--- src/rtl/alarm_match_unit.sv ---
// -----------------------------------------------------------------------------
// alarm_match_unit
//
// Holds the programmed alarm time (BCD hh:mm) and compares it with the running
// clock time from the time counter chain. It produces a single-cycle, registered
// `eq` strobe for the alarm light stage. It also handles arm/disarm, the daily
// re-arm after a fire, and a bounded snooze re-trigger.
//
// Optional feature macro: ALARM_SNOOZE_EN
//   defined   : snooze path, SNOOZING state, snooze counter and snooze_active
//   undefined : snooze input ignored, snooze_active tied 0, FIRED -> ARMED only
//
// Ports:
//   clk            system clock
//   reset          synchronous active-high reset
//   alarm_enable   level, 1 = armed
//   load_alarm     strobe, capture alarm_hh_in / alarm_mm_in (validated)
//   alarm_hh_in    BCD hours to load (00..23)
//   alarm_mm_in    BCD minutes to load (00..59)
//   cur_hh/mm/ss   BCD current time
//   snooze         strobe, snooze request
//   eq             one-cycle match strobe
//   alarm_hh/mm    stored alarm time
//   snooze_active  high while snoozing
//   load_err       one-cycle strobe, rejected load
// -----------------------------------------------------------------------------
module alarm_match_unit #(
    parameter int SNOOZE_MIN = 5,
    parameter int MAX_SNOOZE = 3
) (
    input  logic       clk,
    input  logic       reset,
    input  logic       alarm_enable,
    input  logic       load_alarm,
    input  logic [7:0] alarm_hh_in,
    input  logic [7:0] alarm_mm_in,
    input  logic [7:0] cur_hh,
    input  logic [7:0] cur_mm,
    input  logic [7:0] cur_ss,
    input  logic       snooze,
    output logic       eq,
    output logic [7:0] alarm_hh,
    output logic [7:0] alarm_mm,
    output logic       snooze_active,
    output logic       load_err
);

`ifdef ALARM_SNOOZE_EN
    typedef enum logic [1:0] {
        ST_DISARMED = 2'd0,
        ST_ARMED    = 2'd1,
        ST_FIRED    = 2'd2,
        ST_SNOOZING = 2'd3
    } state_t;
`else
    typedef enum logic [1:0] {
        ST_DISARMED = 2'd0,
        ST_ARMED    = 2'd1,
        ST_FIRED    = 2'd2
    } state_t;
`endif

    // Both nibbles decimal and the value inside the 24h / 60min range.
    function automatic logic bcd_time_ok(input logic [7:0] hh, input logic [7:0] mm);
        return (hh[3:0] <= 4'd9) && (mm[3:0] <= 4'd9) &&
               (hh <= 8'h23) && (mm <= 8'h59);
    endfunction

    state_t     state_q, state_d;
    logic [7:0] alarm_hh_q, alarm_hh_d;
    logic [7:0] alarm_mm_q, alarm_mm_d;
    logic [7:0] tgt_hh_q, tgt_hh_d;
    logic [7:0] tgt_mm_q, tgt_mm_d;
    logic       match_d_q;
    logic       eq_q, eq_d;
    logic       load_err_q, load_err_d;
    logic       match_s;
    logic       rise_s;
    logic       load_ok_s;

    assign match_s   = (cur_hh == tgt_hh_q) && (cur_mm == tgt_mm_q) && (cur_ss == 8'h00);
    assign rise_s    = match_s && !match_d_q;
    assign load_ok_s = bcd_time_ok(alarm_hh_in, alarm_mm_in);

`ifdef ALARM_SNOOZE_EN
    logic [3:0] snooze_cnt_q, snooze_cnt_d;
    logic       snooze_active_q;
    logic [7:0] snz_hh_s, snz_mm_s;

    function automatic logic [6:0] from_bcd(input logic [7:0] b);
        return 7'(b[7:4]) * 7'd10 + 7'(b[3:0]);
    endfunction

    function automatic logic [7:0] to_bcd(input logic [6:0] v);
        logic [6:0] t;
        t = v / 7'd10;
        return {t[3:0], 4'(v - t * 7'd10)};
    endfunction

    // Snooze target: current hh:mm plus SNOOZE_MIN, minutes carry into hours,
    // hours wrap at 24. Seconds are dropped so the new target fires at ss=00.
    always_comb begin
        logic [6:0] mm_sum;
        logic [6:0] hh_sum;
        mm_sum = from_bcd(cur_mm) + 7'(SNOOZE_MIN);
        hh_sum = from_bcd(cur_hh);
        if (mm_sum >= 7'd60) begin
            mm_sum = mm_sum - 7'd60;
            hh_sum = hh_sum + 7'd1;
        end else begin
            mm_sum = mm_sum;
        end
        if (hh_sum >= 7'd24) begin
            hh_sum = hh_sum - 7'd24;
        end else begin
            hh_sum = hh_sum;
        end
        snz_mm_s = to_bcd(mm_sum);
        snz_hh_s = to_bcd(hh_sum);
    end

    assign snooze_active = snooze_active_q;
`else
    // The snooze pin and sizing parameters have no function in this build.
    logic unused_snooze_s;
    assign unused_snooze_s = snooze;
    localparam int unused_cfg_lp = SNOOZE_MIN + MAX_SNOOZE;
    assign snooze_active = 1'b0;
`endif

    // Next-state logic; event priority is load > disable > snooze > match.
    always_comb begin
        state_d    = state_q;
        alarm_hh_d = alarm_hh_q;
        alarm_mm_d = alarm_mm_q;
        tgt_hh_d   = tgt_hh_q;
        tgt_mm_d   = tgt_mm_q;
        eq_d       = 1'b0;
        load_err_d = 1'b0;
`ifdef ALARM_SNOOZE_EN
        snooze_cnt_d = snooze_cnt_q;
`endif
        if (load_alarm) begin
            // A load consumes the cycle, so a coincident match edge gives no eq.
            if (load_ok_s) begin
                alarm_hh_d = alarm_hh_in;
                alarm_mm_d = alarm_mm_in;
                tgt_hh_d   = alarm_hh_in;
                tgt_mm_d   = alarm_mm_in;
                state_d    = alarm_enable ? ST_ARMED : ST_DISARMED;
`ifdef ALARM_SNOOZE_EN
                snooze_cnt_d = 4'd0;
`endif
            end else begin
                load_err_d = 1'b1;
            end
        end else if (!alarm_enable) begin
            // Disabling cancels any snooze and restores the real alarm target.
            state_d  = ST_DISARMED;
            tgt_hh_d = alarm_hh_q;
            tgt_mm_d = alarm_mm_q;
`ifdef ALARM_SNOOZE_EN
            snooze_cnt_d = 4'd0;
`endif
        end else begin
            case (state_q)
                ST_DISARMED: begin
                    // match_d already tracks the target, so enabling inside
                    // the match second cannot produce a rising edge.
                    state_d  = ST_ARMED;
                    tgt_hh_d = alarm_hh_q;
                    tgt_mm_d = alarm_mm_q;
                end
                ST_ARMED: begin
                    if (rise_s) begin
                        eq_d    = 1'b1;
                        state_d = ST_FIRED;
`ifdef ALARM_SNOOZE_EN
                        snooze_cnt_d = 4'd0;
`endif
                    end else begin
                        state_d = ST_ARMED;
                    end
                end
                ST_FIRED: begin
`ifdef ALARM_SNOOZE_EN
                    if (snooze && (snooze_cnt_q < 4'(MAX_SNOOZE))) begin
                        tgt_hh_d     = snz_hh_s;
                        tgt_mm_d     = snz_mm_s;
                        snooze_cnt_d = snooze_cnt_q + 4'd1;
                        state_d      = ST_SNOOZING;
                    end else if (!match_s) begin
                        state_d = ST_ARMED;
                    end else begin
                        state_d = ST_FIRED;
                    end
`else
                    if (!match_s) begin
                        state_d = ST_ARMED;
                    end else begin
                        state_d = ST_FIRED;
                    end
`endif
                end
`ifdef ALARM_SNOOZE_EN
                ST_SNOOZING: begin
                    if (rise_s) begin
                        eq_d     = 1'b1;
                        tgt_hh_d = alarm_hh_q;
                        tgt_mm_d = alarm_mm_q;
                        state_d  = ST_FIRED;
                    end else begin
                        state_d = ST_SNOOZING;
                    end
                end
`endif
                default: begin
                    state_d  = ST_DISARMED;
                    tgt_hh_d = alarm_hh_q;
                    tgt_mm_d = alarm_mm_q;
                end
            endcase
        end
    end

    // State and output registers with synchronous reset.
    always_ff @(posedge clk) begin
        if (reset) begin
            state_q    <= ST_DISARMED;
            alarm_hh_q <= 8'h00;
            alarm_mm_q <= 8'h00;
            tgt_hh_q   <= 8'h00;
            tgt_mm_q   <= 8'h00;
            match_d_q  <= 1'b0;
            eq_q       <= 1'b0;
            load_err_q <= 1'b0;
`ifdef ALARM_SNOOZE_EN
            snooze_cnt_q    <= 4'd0;
            snooze_active_q <= 1'b0;
`endif
        end else begin
            state_q    <= state_d;
            alarm_hh_q <= alarm_hh_d;
            alarm_mm_q <= alarm_mm_d;
            tgt_hh_q   <= tgt_hh_d;
            tgt_mm_q   <= tgt_mm_d;
            match_d_q  <= match_s;
            eq_q       <= eq_d;
            load_err_q <= load_err_d;
`ifdef ALARM_SNOOZE_EN
            snooze_cnt_q    <= snooze_cnt_d;
            snooze_active_q <= (state_d == ST_SNOOZING);
`endif
        end
    end

    assign eq       = eq_q;
    assign load_err = load_err_q;
    assign alarm_hh = alarm_hh_q;
    assign alarm_mm = alarm_mm_q;

endmodule

--- config.mk ---
export PLATFORM = sky130hd
export DESIGN_NAME = alarm_match_unit
export DESIGN_NICKNAME = d
export VERILOG_FILES = /design/src/rtl/alarm_match_unit.sv
export SDC_FILE = /design/constraint.sdc
export NUM_CORES = 1
export LEC_CHECK = 0
export CAP_MARGIN = 20
export CORE_MARGIN = 2
export CORE_UTILIZATION = 45
export DETAILED_ROUTE_END_ITERATION = 12
export PLACE_DENSITY_LB_ADDON = 0.12
export SLEW_MARGIN = 10
export SYNTH_ARGS = -nofsm -noshare
export SYNTH_HDL_FRONTEND = slang
export SYNTH_SLANG_ARGS = --single-unit
--- constraint.sdc ---
create_clock -name clk -period 1.8 [get_ports clk]
set_input_delay 0.18 -clock clk [delete_from_list [all_inputs] [get_ports clk]]
set_output_delay 0.18 -clock clk [all_outputs]
set_load 0.02 [all_outputs]
## After elaboration in Yosys (flattened, before gate mapping)

Index checks and enable logic that the tools add are counted.

- Register bits after elaboration: 37
- Input bits: 45
- Output and inout port bits: 19
- Word-level logic and storage cells: 52

- Order comparisons: 4
- Equality and inequality tests: 6
- Muxes and demuxes: 17
- Bitwise operators: 3
- Reduce and logical (&&, ||, !) cells: 14

Operators with widths:

| cell | number |
|---|---|
| two-way mux 8 bit | 8 |
| == test 8 bit | 2 |
| two-way mux 2 bit | 5 |
| <= comparator 4 bit, second input constant | 2 |
| <= comparator 8 x 6 -> 1 bit, second input constant | 1 |
| <= comparator 8 x 7 -> 1 bit, second input constant | 1 |
| logical NOT 8 bit | 1 |
| logical AND 1 bit | 6 |
| one-hot mux 2 bit (3 select lines) | 1 |
| AND reduction 2 bit | 2 |
| OR reduction 2 bit | 2 |
| OR reduction 4 bit | 1 |
| two-way mux 1 bit | 3 |
| inequality test 3 x 2 -> 1 bit, second input constant | 1 |
| inverter 1 bit | 3 |
| == test 2 x 1 -> 1 bit, second input constant | 1 |
| == test 2 bit, second input constant | 1 |
| logical NOT 2 bit | 1 |
| inequality test 2 x 1 -> 1 bit, second input constant | 1 |
| logical NOT 1 bit | 1 |

## Depth between registers and ports, before layout

- Depth after elaboration: 8
- Mapped depth: 7
- Gate-level depth less buffers: 6

## Worst setup path before layout

No wires, ideal clock.

- Path type: input-to-reg
- From: input alarm_mm_in[6]
- To: register alarm_hh_q[0] (netlist: alarm_hh[0])
- Arrival: 1.446 ns
- Data required time: 1.672 ns
- Slack: 0.226 ns
- Stages on the path: 6
- Path buffers: 1
- Cells stage by stage: a2111oi_4 > nand2_2 > nor3_4 > buf_6 > mux2i_1 > nor2_1

- Cells in the longest elaborated chain, start to end: 3

RTL lines:

| element | RTL line | source |
|---|---|---|
| start: declaration | 36 | `input logic [7:0] alarm_mm_in,` |
| <= comparator 8 x 7 -> 1 bit | 66 | `(hh <= 8'h23) && (mm <= 8'h59);` |
| logical AND 1 bit | 66 |  |
| AND reduction 2 bit (no line) | - |  |
| end signal: assignment | 243 | `alarm_hh_q <= alarm_hh_d;` |
| end: declaration | 70 | `logic [7:0] alarm_hh_q, alarm_hh_d;` |

Every way passes these cells.
A chain may end at the register's enable or synchronous reset.

## Worst setup path after layout

- From: input alarm_hh_in[7]
- To: register state_q[0]

- Cells in the longest elaborated chain, start to end: 4

RTL lines:

| element | RTL line | source |
|---|---|---|
| start: declaration | 35 | `input logic [7:0] alarm_hh_in,` |
| <= comparator 8 x 6 -> 1 bit | 66 |  |
| logical AND 1 bit | 65 | `return (hh[3:0] <= 4'd9) && (mm[3:0] <= 4'd9) &&` |
| logical AND 1 bit | 66 |  |
| inequality test 2 x 1 -> 1 bit (no line) | - |  |
| end signal: assignment | 242 | `state_q <= state_d;` |
| end: declaration | 69 | `state_t state_q, state_d;` |

Every way passes these cells.

==> metrics.txt <==
status=complete, no violations; gpl congestion=0.972; Iter 0 DRT Violations=66; PortBufs=61; first-pass GRT wire length=7090 um; Slew Limit Fails=0; CP endpoint kind=flip-flop; vias in the first global route=1529; EDFF count, synth=0; worst path required time=1.98 ns; Synth cell types=34; Clock Skew=0.00652 ns; core area=0.00397 mm^2; GRT Residual Overflow=0; die height=67.9 um; Top Family by Delay on Critical Path=compound AO/OA/AOI/OAI gates; FMAX=590 MHz; largest cells by area after synthesis=dfxtp_1 40%, a221oi_2 7.3%, mux2i_1 7.1%, xnor2_1 5.7%, o22ai_1 5.4%; Die X=67.9 um; critical path launch point type=primary input; Ports=64; clock buffer count from CTS=5; ys async rst share=0; Num Clock Sinks=37; # DRC=0; CTS tree=done; Cells after Synth=186; warnings from Yosys=0; Synth Register Bits=37; sequential area share after synthesis=0.403; most common cell in the netlist=dfxtp_1; H-tree depth=2; MaxCap Viol Count=0; Routed WL per cell=14.5 um; n_diodes=0; Clock Path Buffers=2; CP max FO=3; post-route antenna net violation count=0; Hold Slack=0.305 ns; synthesized net count=235; Clk pin slew, worst setup/hold paths=0.07 ns; most used flip-flop cell after synthesis=dfxtp_1; post-route minimum period=1.70 ns; crit path DAT=1.88 ns; final net count=314; Clock Latency Late Sink=0.29 ns; DPL Wire Length=3420 um; Commonest cells post-synth=37 x dfxtp_1, 21 x inv_1, 17 x nor2_1, 16 x o22ai_1, 13 x mux2i_1; Die ar.=0.00461 mm^2; leakage=1.03 nW; RSZ-0062 raised after global routing=true; Placed Area=0.00263 mm^2; Initial Util=0.463; crit path kind=primary input to flip-flop; final hold violations=0; number of vias per cell=5.23; peak supply drop=0.000436 V; power density cells=742 mW/mm^2; Avg Synthesized Cell Area=9.89 um^2; layout cell share with drive strength beyond 1=0.188; area leader, netlist=dfxtp_1; Bufs and invs on worst path=1; Max stage delay on crit path=0.48 ns; # setup viols final=0; post-layout total power=2.09 mW; Final period util=0.942; slowest CP cell=clkdlybuf4s50_1; DRT Pass-1 Iters=4; drt total wl=4580 um; CTS Root Buffer Type=clkbuf_8; Post-Layout Inst Area=0.00282 mm^2; area fraction of the dominant cell type after synthesis=0.403; initial antenna violation count=0; cells along the critical path=clkdlybuf4s50_1 > a2111oi_4 > nand2_2 > nor2_4 > mux2_2 > a32o_1; area delta synth->final=53.5%; largest net degree at the start of global routing=35; Post-Synthesis Cell Area=0.00184 mm^2; All-Layer GR Usage=0.210; FP Rows=23; vias=1652; HP Class=primary input to flip-flop
through the flow:
| stage | setup TNS (ns) | std cells | setup slack [ns] | util |
|---|---|---|---|---|
| 4_1_cts | 0 | 315 | 0.00809 | 0.697 |
| 6_report | 0 | 316 | 0.104 | 0.711 |
| 3_3_place_gp | -6.02 | 307 | -0.265 | 0.663 |
| 5_1_grt | -0.0119 | 316 | -0.0119 | 0.711 |
| 3_5_place_dp | -6.97 | 307 | -0.326 | 0.663 |
| 2_1_floorplan | 0 | 186 | 0.226 | - |
flip-flops by register name, indices dropped and copies added, names as in the netlist:
register and cells:
state_q 2, alarm_hh 8, match_d_q 1, alarm_mm 8, tgt_mm_q 8, load_err 1
eq 1, tgt_hh_q 8
where the power goes:
group          internal [mW]  switching [mW]  total [mW]
logic                  0.208           0.172       0.379
registers              0.852          0.0229       0.875
clock network          0.550           0.290       0.840
total                   1.61           0.484        2.09
worst paths after layout:
| path | to | slack (ns) | depth (start not counted) | from |
|---|---|---|---|---|
| setup / recovery | state_q[0] | 0.10 | 6 | alarm_hh_in[7] |
| hold / removal | alarm_mm[5] | 0.30 | 3 | alarm_mm_in[5] |
| setup reg to reg | tgt_hh_q[0] | 0.12 | 7 | state_q[0] |
| hold reg to reg | tgt_mm_q[6] | 0.48 | 2 | tgt_mm_q[6] |
worst reg2reg max path, stage by stage, from the launching register on:
cell,delay [ns]
dfxtp_1,0.38
inv_1,0.08
ha_1,0.31
nand2_2,0.14
nand2_1,0.10
buf_4,0.19
o22ai_1,0.26
a221oi_2,0.09
kinds of logic (layout without fill, tap and decap cells):
logic type	count (synthesis)	in the layout	share of synthesized area
flops	37	37	0.403
xor+xnor	16	16	0.0762
simple gates	39	39	0.113
fa+ha+maj	4	4	0.0272
mux	14	14	0.0769
other cells	1	1	0.00204
buf+inv	32	111	0.0769
compound gates	43	44	0.225
routing by layer:
layer	track usage	up-vias	part of all wire
met2	0.325	62	0.44
met3	0.0526	7	0.080
li1	-	838	-
met4	0.0825	0	0.016
met1	0.280	745	0.46
met5	0	-	0
layout by cell type, fill, tap and decap left out, types with 3 or more instances in the layout:
| cell type | n |
|---|---|
| clkdlybuf4s50_1 | 58 |
| dfxtp_1 | 37 |
| inv_1 | 21 |
| buf_4 | 18 |
| nor2_1 | 16 |
| o22ai_1 | 16 |
| mux2i_1 | 13 |
| xnor2_1 | 12 |
| a221oi_2 | 12 |
| clkbuf_8 | 5 |
| nand4_1 | 4 |
| xor2_1 | 4 |
| nor3b_1 | 4 |
| a221oi_1 | 4 |
| ha_1 | 4 |
| o21ai_4 | 3 |
| dlymetal6s2s_1 | 3 |
layout make-up:
class,count,area (um^2)
inverter,21,78.8
timing repair buffer,82,805
multi-input combinational,118,1000
fill,321,1150
clock buffer,5,68.8
tap,50,62.6
sequential,37,741
clock inverter,3,65.1
timing repair:
action,CTS,global route
buffers inserted,0,0
hold buffers,0,0
gates resized for setup,1,10
setup endpoints to repair,1,25
cloned,0,1
pin swaps,0,3
Power figures use the tool's default switching activity.
